==> src/rtl/instr_fetch_unit_if.sv <==
`default_nettype none
// +----------------------------------------------------------------------+
// | instr_fetch_unit_if : instruction-memory read bus, master/slave view |
// | Revision 1.0                                                         |
// +----------------------------------------------------------------------+
interface instr_fetch_unit_if;
  logic        mem_req;
  logic [15:0] mem_addr;
  logic        mem_ack;
  logic [15:0] mem_rdata;

  modport master (
    output mem_req,
    output mem_addr,
    input  mem_ack,
    input  mem_rdata
  );

  modport slave (
    input  mem_req,
    input  mem_addr,
    output mem_ack,
    output mem_rdata
  );
endinterface
`default_nettype wire

==> src/rtl/instr_fetch_unit.sv <==
`default_nettype none
// +----------------------------------------------------------------------+
// | instr_fetch_unit : single-word fetch FSM with timeout and IR decode  |
// | Revision 1.0                                                         |
// +----------------------------------------------------------------------+
module instr_fetch_unit #(
  parameter int          TIMEOUT  = 15,
  parameter logic [15:0] RESET_IR = 16'hF000
) (
  input  logic               clk,
  input  logic               proc_rst,
  input  logic               fetch_start,
  input  logic               flush,
  input  logic [15:0]        pc_in,
  instr_fetch_unit_if.master mem,
  output logic [15:0]        IR,
  output logic               ir_valid,
  output logic [15:0]        pc_next,
  output logic               illegal,
  output logic               mask_zero,
  output logic               busy,
  output logic               fetch_err
);

  typedef enum logic [2:0] {
    S_IDLE = 3'd0,
    S_REQ  = 3'd1,
    S_WAIT = 3'd2,
    S_DONE = 3'd3,
    S_ERR  = 3'd4
  } state_t;

  localparam logic [7:0] c_timeout = 8'(TIMEOUT);

  state_t      state_q;
  logic [15:0] addr_q;
  logic [15:0] ir_q;
  logic [15:0] pc_next_q;
  logic [7:0]  cnt_q;
  logic        mem_req_q;
  logic        ir_valid_q;
  logic        busy_q;
  logic        err_q;

  logic [7:0]  cnt_d;
  logic [15:0] pc_next_d;

  assign cnt_d     = cnt_q + 8'd1;
  assign pc_next_d = pc_in + 16'd1;

  always_ff @(posedge clk or negedge proc_rst) begin
    if (!proc_rst) begin
      state_q    <= S_IDLE;
      addr_q     <= 16'h0000;
      ir_q       <= RESET_IR;
      pc_next_q  <= 16'h0000;
      cnt_q      <= 8'd0;
      mem_req_q  <= 1'b0;
      ir_valid_q <= 1'b0;
      busy_q     <= 1'b0;
      err_q      <= 1'b0;
    end else if (flush) begin
      // Abort wins over start and ack; IR and the error flag survive.
      state_q    <= S_IDLE;
      cnt_q      <= 8'd0;
      mem_req_q  <= 1'b0;
      ir_valid_q <= 1'b0;
      busy_q     <= 1'b0;
    end else begin
      case (state_q)
        S_IDLE, S_DONE, S_ERR: begin
          if (fetch_start) begin
            state_q    <= S_REQ;
            addr_q     <= pc_in;
            pc_next_q  <= pc_next_d;
            cnt_q      <= 8'd0;
            mem_req_q  <= 1'b1;
            ir_valid_q <= 1'b0;
            busy_q     <= 1'b1;
            err_q      <= 1'b0;
          end
        end
        S_REQ: begin
          state_q <= S_WAIT;
        end
        S_WAIT: begin
          cnt_q <= cnt_d;
          // An ack on the final allowed cycle still completes the fetch.
          if (mem.mem_ack) begin
            state_q    <= S_DONE;
            ir_q       <= mem.mem_rdata;
            ir_valid_q <= 1'b1;
            mem_req_q  <= 1'b0;
            busy_q     <= 1'b0;
          end else if (cnt_d == c_timeout) begin
            state_q   <= S_ERR;
            err_q     <= 1'b1;
            mem_req_q <= 1'b0;
            busy_q    <= 1'b0;
          end
        end
        default: begin
          state_q   <= S_IDLE;
          mem_req_q <= 1'b0;
          busy_q    <= 1'b0;
        end
      endcase
    end
  end

  assign mem.mem_req  = mem_req_q;
  assign mem.mem_addr = addr_q;

  assign IR        = ir_q;
  assign ir_valid  = ir_valid_q;
  assign pc_next   = pc_next_q;
  assign busy      = busy_q;
  assign fetch_err = err_q;
  assign mask_zero = (ir_q[7:0] == 8'h00);
  assign illegal   = ir_valid_q &&
                     (ir_q[15:12] inside {4'd10, 4'd11, 4'd13, 4'd14, 4'd15});

endmodule
`default_nettype wire

==> src/flat_wrapper.sv <==
// flat-port wrapper written by rule: the top's interface ports become plain ports
module instr_fetch_unit_flat 
#(
  parameter int          TIMEOUT  = 15,
  parameter logic [15:0] RESET_IR = 16'hF000
)
  (clk, proc_rst, fetch_start, flush, pc_in, IR, ir_valid, pc_next, illegal, mask_zero, busy, fetch_err, mem_mem_req, mem_mem_addr, mem_mem_ack, mem_mem_rdata);
  instr_fetch_unit_if mem_i ();
  input  logic clk;
  input  logic proc_rst;
  input  logic fetch_start;
  input  logic flush;
  input  logic [15:0] pc_in;
  output logic [15:0] IR;
  output logic ir_valid;
  output logic [15:0] pc_next;
  output logic illegal;
  output logic mask_zero;
  output logic busy;
  output logic fetch_err;
  output wire logic [$bits(mem_i.mem_req)-1:0] mem_mem_req;
  output wire logic [$bits(mem_i.mem_addr)-1:0] mem_mem_addr;
  input wire logic [$bits(mem_i.mem_ack)-1:0] mem_mem_ack;
  input wire logic [$bits(mem_i.mem_rdata)-1:0] mem_mem_rdata;
  assign mem_mem_req = mem_i.mem_req;
  assign mem_mem_addr = mem_i.mem_addr;
  assign mem_i.mem_ack = mem_mem_ack;
  assign mem_i.mem_rdata = mem_mem_rdata;
  instr_fetch_unit #(.TIMEOUT(TIMEOUT), .RESET_IR(RESET_IR)) u_core (.clk(clk), .proc_rst(proc_rst), .fetch_start(fetch_start), .flush(flush), .pc_in(pc_in), .mem(mem_i), .IR(IR), .ir_valid(ir_valid), .pc_next(pc_next), .illegal(illegal), .mask_zero(mask_zero), .busy(busy), .fetch_err(fetch_err));
endmodule
==> config.mk <==
export PLATFORM = sky130hd
export DESIGN_NAME = instr_fetch_unit_flat
export DESIGN_NICKNAME = d
export VERILOG_FILES = /design/src/rtl/instr_fetch_unit_if.sv /design/src/rtl/instr_fetch_unit.sv /design/src/flat_wrapper.sv
export SDC_FILE = /design/constraint.sdc
export NUM_CORES = 1
export LEC_CHECK = 0
export CAP_MARGIN = 20
export CORE_MARGIN = 5
export CORE_UTILIZATION = 50
export CTS_BUF_LIST = sky130_fd_sc_hd__clkbuf_8
export DETAILED_ROUTE_END_ITERATION = 8
export GPL_TIMING_DRIVEN = 0
export HOLD_SLACK_MARGIN = 0.1
export MAX_ROUTING_LAYER = met4
export PLACE_DENSITY = 0.85
export SETUP_SLACK_MARGIN = 0.05
export SKIP_CTS_REPAIR_TIMING = 1
export SYNTH_ARGS = -nofsm -noshare
export SYNTH_HDL_FRONTEND = slang
export SYNTH_SLANG_ARGS = --single-unit
==> constraint.sdc <==
create_clock -name clk -period 3.2 [get_ports clk]
set_input_delay 0.64 -clock clk [delete_from_list [all_inputs] [get_ports clk]]
set_output_delay 0.64 -clock clk [all_outputs]
set_load 0.02 [all_outputs]
# ---- Yosys cells after proc, flatten, opt, wreduce, memory -nomap -nowiden
# Index checks and enable logic that the tools add are counted.
dict set report word_totals {
  in_bits 37
  register_bits 62
}
dict set report op_classes {
  muxes 20
  n_reduce_logical 14
  n_addsub 2
  n_eq_ne 17
  bitwise 1
}
# cell n
set op_table {}
lappend op_table {{$eq A4 B4 Y1 const B} 5}
lappend op_table {{$add A16 B1 Y16 const B} 1}
lappend op_table {{$mux W8} 2}
lappend op_table {{$pmux W8 S2} 1}
lappend op_table {{$mux W3} 4}
lappend op_table {{$reduce_and A3 Y1} 4}
lappend op_table {{$mux W1} 9}
lappend op_table {{$pmux W3 S3} 1}
lappend op_table {{$add A8 B1 Y8 const B} 1}
lappend op_table {{$eq A8 B4 Y1 const B} 1}
lappend op_table {{$logic_not A8 Y1} 1}
lappend op_table {{$eq A3 B2 Y1 const B} 2}
lappend op_table {{$ne A2 B2 Y1 const B} 3}
lappend op_table {{$ne A3 B3 Y1 const B} 2}
lappend op_table {{$reduce_and A5 Y1} 1}
lappend op_table {{$reduce_bool A5 Y1} 1}
lappend op_table {{$ne A4 B3 Y1 const B} 1}
lappend op_table {{$pmux W1 S2} 2}
lappend op_table {{$reduce_and A2 Y1} 2}
lappend op_table {{$eq A3 B1 Y1 const B} 1}
lappend op_table {{$eq A3 B3 Y1 const B} 1}
lappend op_table {{$logic_not A3 Y1} 1}
lappend op_table {{$pmux W1 S3} 1}
lappend op_table {{$reduce_bool A3 Y1} 1}
lappend op_table {{5 further kinds} 5}

# ---- Longest topological paths before layout
# Gate-level depths: netlist of the first run.
dict set report logic_depth {
  depth_word 6
  mapped_depth 7
  mapped_depth_nobuf 6
}

# ---- Worst setup path after synthesis of the first run
# No wires, ideal clock.
dict set report synth_timing {
  kind {register to output}
  startpoint {register u_core.ir_q[5] (netlist: u_core.IR[5])}
  endpoint {output port mask_zero}
  path_slack_ns 1.279
  required_time_ns 2.560
  n_path_buf 0
  arrival_time_ns 1.281
  path_stages_with_launch 3
  path_cell_list {dfrtp_1 > or4_1 > nor2_1}
}
dict set report synth_via {
  elab_chain_len 1
}
# element line
set synth_lines {}
lappend synth_lines {{start: declaration} instr_fetch_unit.sv:37} ;# logic [15:0] ir_q;
lappend synth_lines {{start signal: assignment} instr_fetch_unit.sv:91} ;# ir_q <= mem.mem_rdata;
lappend synth_lines {{$logic_not A8 Y1} instr_fetch_unit.sv:119} ;# assign mask_zero = (ir_q[7:0] == 8'h00);
lappend synth_lines {{end: declaration} flat_wrapper.sv:18} ;# output logic mask_zero;
# Every way passes these cells.

# ---- Final worst setup path of the first run
# Ends and elaborated chain as after synthesis.

==> results of run 1 <==
state kept, by name, summed over array words and instances, names as in the netlist:
signal	cells
u_core.IR	16
u_core.cnt_q	8
u_core.fetch_err	1
u_core.ir_valid	1
u_core.mem.mem_addr	16
u_core.mem.mem_req	1
u_core.pc_next	16
u_core.state_q	3
power breakdown:
group / internal [mW] / switching [mW] / leakage, nW
logic: 0.515 / 0.494 / 0.954
clock network: 0.339 / 0.292 / 0.0996
registers: 0.986 / 0.114 / 0.777
worst paths after layout:
kind                                               from                 endpoint  slack (ns)
worst max-delay path                       u_core.IR[5]                mask_zero        0.58
min in group clk                u_core.mem.mem_addr[10]  u_core.mem.mem_addr[10]        0.48
max in group asynchronous                      proc_rst            u_core.IR[14]        2.17
worst max register to register          u_core.cnt_q[0]        u_core.state_q[1]        1.32
worst min register to register  u_core.mem.mem_addr[10]  u_core.mem.mem_addr[10]        0.48
worst min-delay path                           proc_rst  u_core.mem.mem_addr[12]        0.35
layout make-up:
| cell class | count | share of cell area [%] |
|---|---|---|
| Clock inverter | 4 | 0.512 |
| Multi-Input combinational cell | 211 | 31.3 |
| Buffer | 12 | 2.11 |
| Sequential cell | 62 | 37.4 |
| Tap cell | 75 | 2.26 |
| Timing Repair Buffer | 91 | 22.0 |
| Clock buffer | 12 | 3.97 |
| Inverter | 4 | 0.361 |
cells by family (layout without fill, tap and decap cells):
| group | after synthesis | count (layout) | synth area share, % |
|---|---|---|---|
| flops | 62 | 62 | 52.6 |
| fa+ha+maj | 3 | 3 | 1.27 |
| buf+inv | 16 | 123 | 3.47 |
| simple gates | 130 | 130 | 21.0 |
| mux | 17 | 17 | 7.44 |
| compound gates | 44 | 44 | 9.17 |
| xor+xnor | 17 | 17 | 5.03 |
layer usage:
layer	wire length, um	track usage (%)	vias to the layer above
met3	289	4.07	15
met2	3670	33.0	56
li1	-	-	1188
met5	0	-	-
met1	3120	25.8	1177
met4	145	9.21	0
through the flow:
| step | util [%] | hold WS, ns |
|---|---|---|
| floorplan | - | 0.344 |
| global placement | 67.6 | 0.458 |
| detailed placement | 67.9 | 0.462 |
| CTS | 71.0 | 0.349 |
| global route | 71.0 | 0.384 |
| finish | 71.0 | 0.346 |
synth_stat cells (2+ instances only):
| cell | instances |
|---|---|
| a211oi_1 | 2 |
| a21oi_1 | 3 |
| and2_1 | 6 |
| and4_1 | 2 |
| buf_2 | 4 |
| buf_4 | 2 |
| buf_6 | 4 |
| clkbuf_1 | 2 |
| dfrtp_1 | 58 |
| dfstp_2 | 4 |
| ha_1 | 3 |
| inv_1 | 4 |
| mux2_2 | 8 |
| mux2_4 | 8 |
| nand2_1 | 79 |
| nand2b_1 | 4 |
| nand3_1 | 7 |
| nand4_1 | 7 |
| nor2_1 | 10 |
| nor2b_1 | 2 |
| nor3_1 | 2 |
| nor3_4 | 2 |
| o21ai_0 | 27 |
| o22a_1 | 2 |
| o31ai_1 | 2 |
| or4_1 | 2 |
| xnor2_1 | 7 |
| xor2_1 | 10 |
==> results.py, run 1 <==
metrics = {
    "outcome": {
        "outcome": "completed",
    },
    "logic_synthesis": {
        "synth_top_cell_by_area": "dfrtp_1",
        "syn_area_um2": 2960,
        "synth.area.top_cells": "dfrtp_1, nand2_1, o21ai_0",
        "synth.avg_cell_area_um2": 10.2,
        "ys_seq_area_share_pct": 52.6,
        "syn-num-nets": 329,
        "async_flop_share_pct": 100,
        "synthesis.instances": 289,
        "yosys_warnings": 0,
        "ys_types": 44,
        "synth_seq_cells": 62,
        "ys.flop_type": "dfrtp_1",
        "synth_edf_count": 0,
        "synth.top_cell.area_share_pct": 49.0,
    },
    "sta": {
        "fin_ws_ns": 0.575,
        "setup_tns_ns": 0,
        "hold_viol_final": 0,
        "layout_min_cycle_time_ns": 2.62,
        "worst_slew_pin_slew_ns": 0.682,
        "relSlewSlack_pct": 54.5,
        "fmax_mhz": 381,
        "final-setup-viol-count": 0,
        "clock_skew_ns": 0.0123,
        "finalCritPeriodShare_pct": 82.0,
        "slew_viol_final": 0,
        "rsz0062_at_grt": "no",
    },
    "floorplanning": {
        "initial_core_util_pct": 50.6,
        "num_rows": 28,
        "die_y_um": 86.9,
        "dieArea_um2": 7560,
        "core_um2": 5850,
        "die_x_um": 86.9,
        "pin_count": 91,
    },
    "clock_tree": {
        "clk_pin_slew_ns": 0.08,
        "clk_latency_ns": 0.34,
        "cts_tree": "built",
        "cts_root_buf": "clkbuf_8",
        "clk_path_buf_depth": 2,
        "htree_num_levels": 3,
        "cts_buffers": 9,
        "clock-sinks": 62,
    },
    "power_and_ir_drop": {
        "ir_drop_uv": 336,
        "p_leak_nw": 1.83,
        "power_mw": 2.74,
        "powerDensity_nw_per_um2": 659,
    },
    "global_route": {
        "grt_usage_pct": 20.8,
        "grt_pass1_wl_um": 11800,
        "grt_overflow": 0,
        "grt_max_degree": 36,
        "grt_pass1_vias": 2455,
        "antenna_found_initial": 0,
    },
    "place": {
        "hpwlAfterDp_um": 5530,
        "numPortBuffers": 90,
        "gp_congestion": 0.821,
        "dpl_worst_slack_ns": 0.759,
        "place_area_um2": 3970,
        "dp_cells": 455,
    },
    "drt": {
        "routedWlPerCell_um": 15.4,
        "drc_errors": 0,
        "drt_iter0_markers": 106,
        "first_pass_iters": 4,
        "viasPerCell": 5.17,
        "num_vias": 2436,
        "drt-total-wl_um": 7230,
        "final_antenna_net_count": 0,
    },
    "cells_and_area": {
        "final-seq-area_um2": 1560,
        "final_area_um2": 4160,
        "final_cell_mix": "clkdlybuf4s50_1, nand2_1, dfrtp_1",
        "num-fill-cells": 427,
        "layout_commonest_cell": "clkdlybuf4s50_1",
        "fin_cells": 471,
        "fin_nets": 431,
        "areaGrowthSynthToFinish_pct": 40.4,
        "multi_input_area_um2": 1300,
        "antenna_cells": 0,
        "drive_above_1_share_pct": 13.4,
    },
    "worst_setup_path": {
        "cp_top_family": "simple AND/OR/NAND/NOR gates",
        "timing.critical_path.buf_inv": 1,
        "r2r_cells": 6,
        "start_kind": "register",
        "critPathSlowestCell": "clkdlybuf4s50_1",
        "arrival_ns": 1.98,
        "worst-path-stages": 3,
        "crit_chain": "or4_1 -> nor2_1 -> clkdlybuf4s50_1",
        "worstPathMaxFanout": 3,
        "critPathCaptureType": "output port",
        "path_class": "reg2out",
        "worstPathRequired_ns": 2.56,
        "critPathMaxStageDelay_ns": 0.62,
    },
    "worst_hold_path": {
        "hold_class": "in2async",
    },
    "flow_run": {
        "timing.max_cap.violations": 0,
    },
}
Note: power is estimated with default switching activity, not from simulation.
==> inputs of run 2 (changes only) <==
--- a/config.mk
+++ b/config.mk
@@ -7,13 +7,13 @@
 export LEC_CHECK = 0
 export CAP_MARGIN = 20
 export CORE_MARGIN = 5
-export CORE_UTILIZATION = 50
+export CORE_UTILIZATION = 44
 export CTS_BUF_LIST = sky130_fd_sc_hd__clkbuf_8
 export DETAILED_ROUTE_END_ITERATION = 8
 export GPL_TIMING_DRIVEN = 0
 export HOLD_SLACK_MARGIN = 0.1
 export MAX_ROUTING_LAYER = met4
-export PLACE_DENSITY = 0.85
+export PLACE_DENSITY = 0.79
 export SETUP_SLACK_MARGIN = 0.05
 export SKIP_CTS_REPAIR_TIMING = 1
 export SYNTH_ARGS = -nofsm -noshare
==> constraint.sdc (replaced) <==
create_clock -name clk -period 2.2 [get_ports clk]
set_input_delay 0.44 -clock clk [delete_from_list [all_inputs] [get_ports clk]]
set_output_delay 0.44 -clock clk [all_outputs]
set_load 0.02 [all_outputs]
==> results.py, run 2 (synthesis gave the netlist of run 1 again) <==
metrics = {
    "place": {
        "hpwlAfterDp_um": 5340,
        "gp_congestion": 0.760,
        "place_area_um2": 3960,
        "dpl_worst_slack_ns": 0.0123,
        "numPortBuffers": 90,
    },
    "sta": {
        "worst_slew_pin_slew_ns": 0.776,
        "relSlewSlack_pct": 48.3,
        "finalCritPeriodShare_pct": 93.3,
        "slew_viol_final": 0,
        "hold_viol_final": 0,
        "final-setup-viol-count": 0,
        "layout_min_cycle_time_ns": 2.05,
        "timing.hold.ws_ns": 0.179,
        "fmax_mhz": 487,
        "fin_ws_ns": 0.148,
        "clock_skew_ns": 0.00544,
        "rsz0062_at_grt": "no",
    },
    "floorplanning": {
        "die_y_um": 92.0,
        "core_um2": 6460,
        "num_rows": 29,
        "initial_core_util_pct": 45.8,
        "dieArea_um2": 8470,
        "pin_count": 91,
        "die_x_um": 92.0,
    },
    "global_route": {
        "grt_pass1_vias": 2492,
        "antenna_found_initial": 0,
        "grt_pass1_wl_um": 12200,
        "grt_usage_pct": 18.6,
        "grt_overflow": 0,
        "grt_max_degree": 63,
    },
    "drt": {
        "num_vias": 2445,
        "drt-total-wl_um": 7180,
        "routedWlPerCell_um": 15.2,
        "first_pass_iters": 4,
        "drt_iter0_markers": 128,
        "viasPerCell": 5.18,
        "final_antenna_net_count": 0,
        "drc_errors": 0,
    },
    "worst_setup_path": {
        "arrival_ns": 1.61,
        "critPathCaptureType": "output port",
        "r2r_slack_ns": 0.32,
        "timing.rr.start": "u_core.cnt_q[0]",
        "r2r_cells": 6,
        "path_class": "reg2out",
        "worstPathRequired_ns": 1.76,
        "start_kind": "register",
        "worstPathMaxFanout": 3,
        "r2r_end": "u_core.state_q[1]",
    },
    "outcome": {
        "outcome": "completed",
    },
    "power_and_ir_drop": {
        "p_leak_nw": 1.87,
        "ir_drop_uv": 514,
        "power_mw": 4.14,
        "powerDensity_nw_per_um2": 992,
    },
    "cells_and_area": {
        "final_cell_mix": "clkdlybuf4s50_1, nand2_1, dfrtp_1",
        "fin_nets": 430,
        "antenna_cells": 0,
        "drive_above_1_share_pct": 13.2,
        "post-route-util_pct": 64.7,
        "areaGrowthSynthToFinish_pct": 41.2,
        "layout_commonest_cell": "clkdlybuf4s50_1",
        "final_area_um2": 4180,
    },
    "clock_tree": {
        "cts_root_buf": "clkbuf_8",
        "clk_pin_slew_ns": 0.07,
        "clk_path_buf_depth": 2,
        "cts_tree": "built",
        "clock-sinks": 62,
        "cts_buffers": 9,
        "htree_num_levels": 3,
        "clk_latency_ns": 0.34,
    },
    "worst_hold_path": {
        "hold_class": "in2async",
    },
    "flow_run": {
        "timing.max_cap.violations": 0,
    },
}
[run 2: power breakdown]
part	internal, mW	switching [mW]
Sequential	1.44	0.171
Combinational	0.745	0.706
Clock	0.643	0.444
[run 2: worst max-delay path, cell delays in order (launching register included)]
cell and delay [ns]:
dfrtp_1 0.40, or4_1 0.54, nor2_1 0.10, dlymetal6s2s_1 0.23
[run 2: metrics by stage]
stage | std cells | TNS, ns
3_3_place_gp | 456 | -81.77
2_1_floorplan | 289 | 0
4_1_cts | 472 | -0.239
5_1_grt | 472 | 0
3_5_place_dp | 456 | 0
6_report | 472 | 0
[run 2: worst max path at each step]
stage | from | end | slack [ns] | depth (start not counted)
floorplan | u_core.IR[5] | mask_zero | 0.48 | 2
global placement | proc_rst | u_core.mem.mem_addr[7] | -1.37 | 1
detailed placement | flush | u_core.IR[10] | 0.01 | 5
CTS | u_core.IR[1] | mask_zero | -0.24 | 3
global route | u_core.IR[1] | mask_zero | 0.10 | 3
finish | u_core.IR[1] | mask_zero | 0.15 | 3
[run 2: area by class of cell]
cell class	count	area, um^2
fillers	527	2280
multi-input cells	211	1300
plain buffers	12	87.6
repair buffers	90	903
inverters	4	15.0
clock buffers	13	179
flip-flops and latches	62	1560
clock inverters	3	41.3
well taps	77	96.3
[run 2: metal layers]
layer / track usage [%] / vias to the layer above / share of wire, %
met5: - / - / 0
li1: - / 1202 / -
met2: 28.2 / 72 / 47
met4: 7.43 / 0 / 2.0
met1: 23.8 / 1160 / 45
met3: 4.99 / 11 / 5.4
==> inputs of run 3 (changes only) <==
--- a/config.mk
+++ b/config.mk
@@ -5,7 +5,9 @@
 export SDC_FILE = /design/constraint.sdc
 export NUM_CORES = 1
 export LEC_CHECK = 0
+export ABC_CLOCK_PERIOD_IN_PS = 2200
 export CAP_MARGIN = 20
+export CORE_ASPECT_RATIO = 0.5
 export CORE_MARGIN = 5
 export CORE_UTILIZATION = 44
 export CTS_BUF_LIST = sky130_fd_sc_hd__clkbuf_8
@@ -14,6 +16,7 @@
 export HOLD_SLACK_MARGIN = 0.1
 export MAX_ROUTING_LAYER = met4
 export PLACE_DENSITY = 0.79
+export REMOVE_ABC_BUFFERS = 1
 export SETUP_SLACK_MARGIN = 0.05
 export SKIP_CTS_REPAIR_TIMING = 1
 export SYNTH_ARGS = -nofsm -noshare
==> results.py, run 3 (synthesis gave the netlist of run 1 again) <==
metrics = {
    "outcome": {
        "outcome": "completed",
    },
    "global_route": {
        "antenna_found_initial": 0,
        "grt_max_degree": 37,
        "grt_pass1_wl_um": 11400,
        "grt_usage_pct": 17.4,
        "grt_pass1_vias": 2326,
        "grt_overflow": 0,
    },
    "worst_setup_path": {
        "worstPathMaxFanout": 3,
        "crit_chain": "or4_1 -> nor2_1 -> dlymetal6s2s_1",
        "timing.critical_path.buf_inv": 1,
        "r2r_cells": 5,
        "critPathMaxStageDelay_ns": 0.53,
        "timing.rr.start": "u_core.state_q[0]",
        "r2r_end": "u_core.mem.mem_req",
        "critPathCaptureType": "output port",
        "worstPathRequired_ns": 1.76,
        "critPathSlowestCell": "or4_1",
        "path_class": "reg2out",
        "cp_top_family": "simple AND/OR/NAND/NOR gates",
        "start_kind": "register",
        "arrival_ns": 1.60,
        "r2r_slack_ns": 0.25,
    },
    "sta": {
        "finalCritPeriodShare_pct": 92.7,
        "layout_min_cycle_time_ns": 2.04,
        "relSlewSlack_pct": 51.4,
        "final-setup-viol-count": 0,
        "rsz0062_at_grt": "no",
        "slew_viol_final": 0,
        "setup_tns_ns": 0,
        "fmax_mhz": 490,
        "clock_skew_ns": 0.00626,
        "worst_slew_pin_slew_ns": 0.729,
        "hold_viol_final": 0,
    },
    "floorplanning": {
        "die_x_um": 126,
        "dieArea_um2": 8570,
        "die_y_um": 68,
        "num_rows": 21,
        "pin_count": 91,
        "initial_core_util_pct": 44.7,
        "core_um2": 6620,
    },
    "drt": {
        "drt-total-wl_um": 7050,
        "routedWlPerCell_um": 14.8,
        "num_vias": 2368,
        "final_antenna_net_count": 0,
        "drt_iter0_markers": 141,
        "drc_errors": 0,
        "viasPerCell": 4.96,
        "first_pass_iters": 5,
    },
    "clock_tree": {
        "htree_num_levels": 3,
        "cts_buffers": 9,
        "clock-sinks": 62,
        "clk_pin_slew_ns": 0.07,
        "cts_root_buf": "clkbuf_8",
        "clk_latency_ns": 0.34,
        "cts_tree": "built",
        "clk_path_buf_depth": 2,
    },
    "power_and_ir_drop": {
        "p_sw_mw": 1.32,
        "pwr-share-seq_pct": 39.6,
        "ir_drop_uv": 421,
        "pwr-share-comb_pct": 35.3,
        "p_leak_nw": 1.83,
        "p_clk_share_pct": 25.2,
        "power.internal_mw": 2.75,
        "power_mw": 4.08,
        "switching_share_pct": 32.5,
        "powerDensity_nw_per_um2": 984,
    },
    "cells_and_area": {
        "antenna_cells": 0,
        "final_area_um2": 4140,
        "post-route-util_pct": 62.5,
        "final_cell_mix": "clkdlybuf4s50_1, nand2_1, dfrtp_1",
        "layout_commonest_cell": "clkdlybuf4s50_1",
        "areaGrowthSynthToFinish_pct": 39.9,
        "drive_above_1_share_pct": 12.2,
        "fin_nets": 420,
    },
    "place": {
        "place_area_um2": 3920,
        "hpwlAfterDp_um": 5290,
        "numPortBuffers": 90,
        "gp_congestion": 0.871,
    },
    "worst_hold_path": {
        "hold_class": "in2async",
    },
    "flow_run": {
        "timing.max_cap.violations": 0,
    },
}
run 3: cell types whose count changed in the layout (fill, tap and decap cells not counted), sizes merged:
cell	before	now
inv	5	4
buf	11	3
clkinvlp	1	3
clkbuf	15	11
clkinv	0	1
run 3: worst max path at each step:
stage                         end  depth (start not counted)  slack [ns]              start
2_1_floorplan  u_core.pc_next[10]                          5        0.19  u_core.state_q[0]
3_3_place_gp   u_core.pc_next[11]                          1       -1.20           proc_rst
3_5_place_dp   u_core.pc_next[15]                          6       -0.38              flush
4_1_cts                 mask_zero                          3       -0.26       u_core.IR[5]
5_1_grt                 mask_zero                          3        0.07       u_core.IR[5]
6_report                mask_zero                          3        0.16       u_core.IR[5]
run 3: routing by layer:
| layer | global-route usage [%] | part of all wire, % | vias up | routed length [um] |
|---|---|---|---|---|
| met3 | 4.83 | 3.8 | 8 | 271 |
| met1 | 19.4 | 40 | 1153 | 2840 |
| li1 | - | - | 1165 | - |
| met4 | 6.02 | 1.2 | 0 | 82 |
| met5 | - | 0 | - | 0 |
| met2 | 31.1 | 55 | 42 | 3850 |
run 3: layout make-up:
class	instances	area (um^2)
Fill cell	519	2480
Sequential cell	62	1560
Multi-Input combinational cell	211	1310
Timing Repair Buffer	92	936
Clock buffer	11	151
Tap cell	92	115
Clock inverter	5	57.6
Inverter	4	15.0
run 3: metrics by stage:
step,instances,hold slack (ns),setup WS [ns]
floorplan,277,0.144,0.188
global placement,459,0.460,-1.20
detailed placement,461,0.469,-0.380
CTS,477,0.139,-0.259
global route,477,0.171,0.0699
finish,477,0.128,0.160
run 3: power by group through the flow:
stage	sequential, mW	combinational [mW]	clock (mW)
floorplan	1.95	0.350	0
global placement	1.61	1.42	0
detailed placement	1.64	1.45	0
CTS	1.61	1.46	1.05
global route	1.65	1.53	1.12
finish	1.61	1.44	1.03
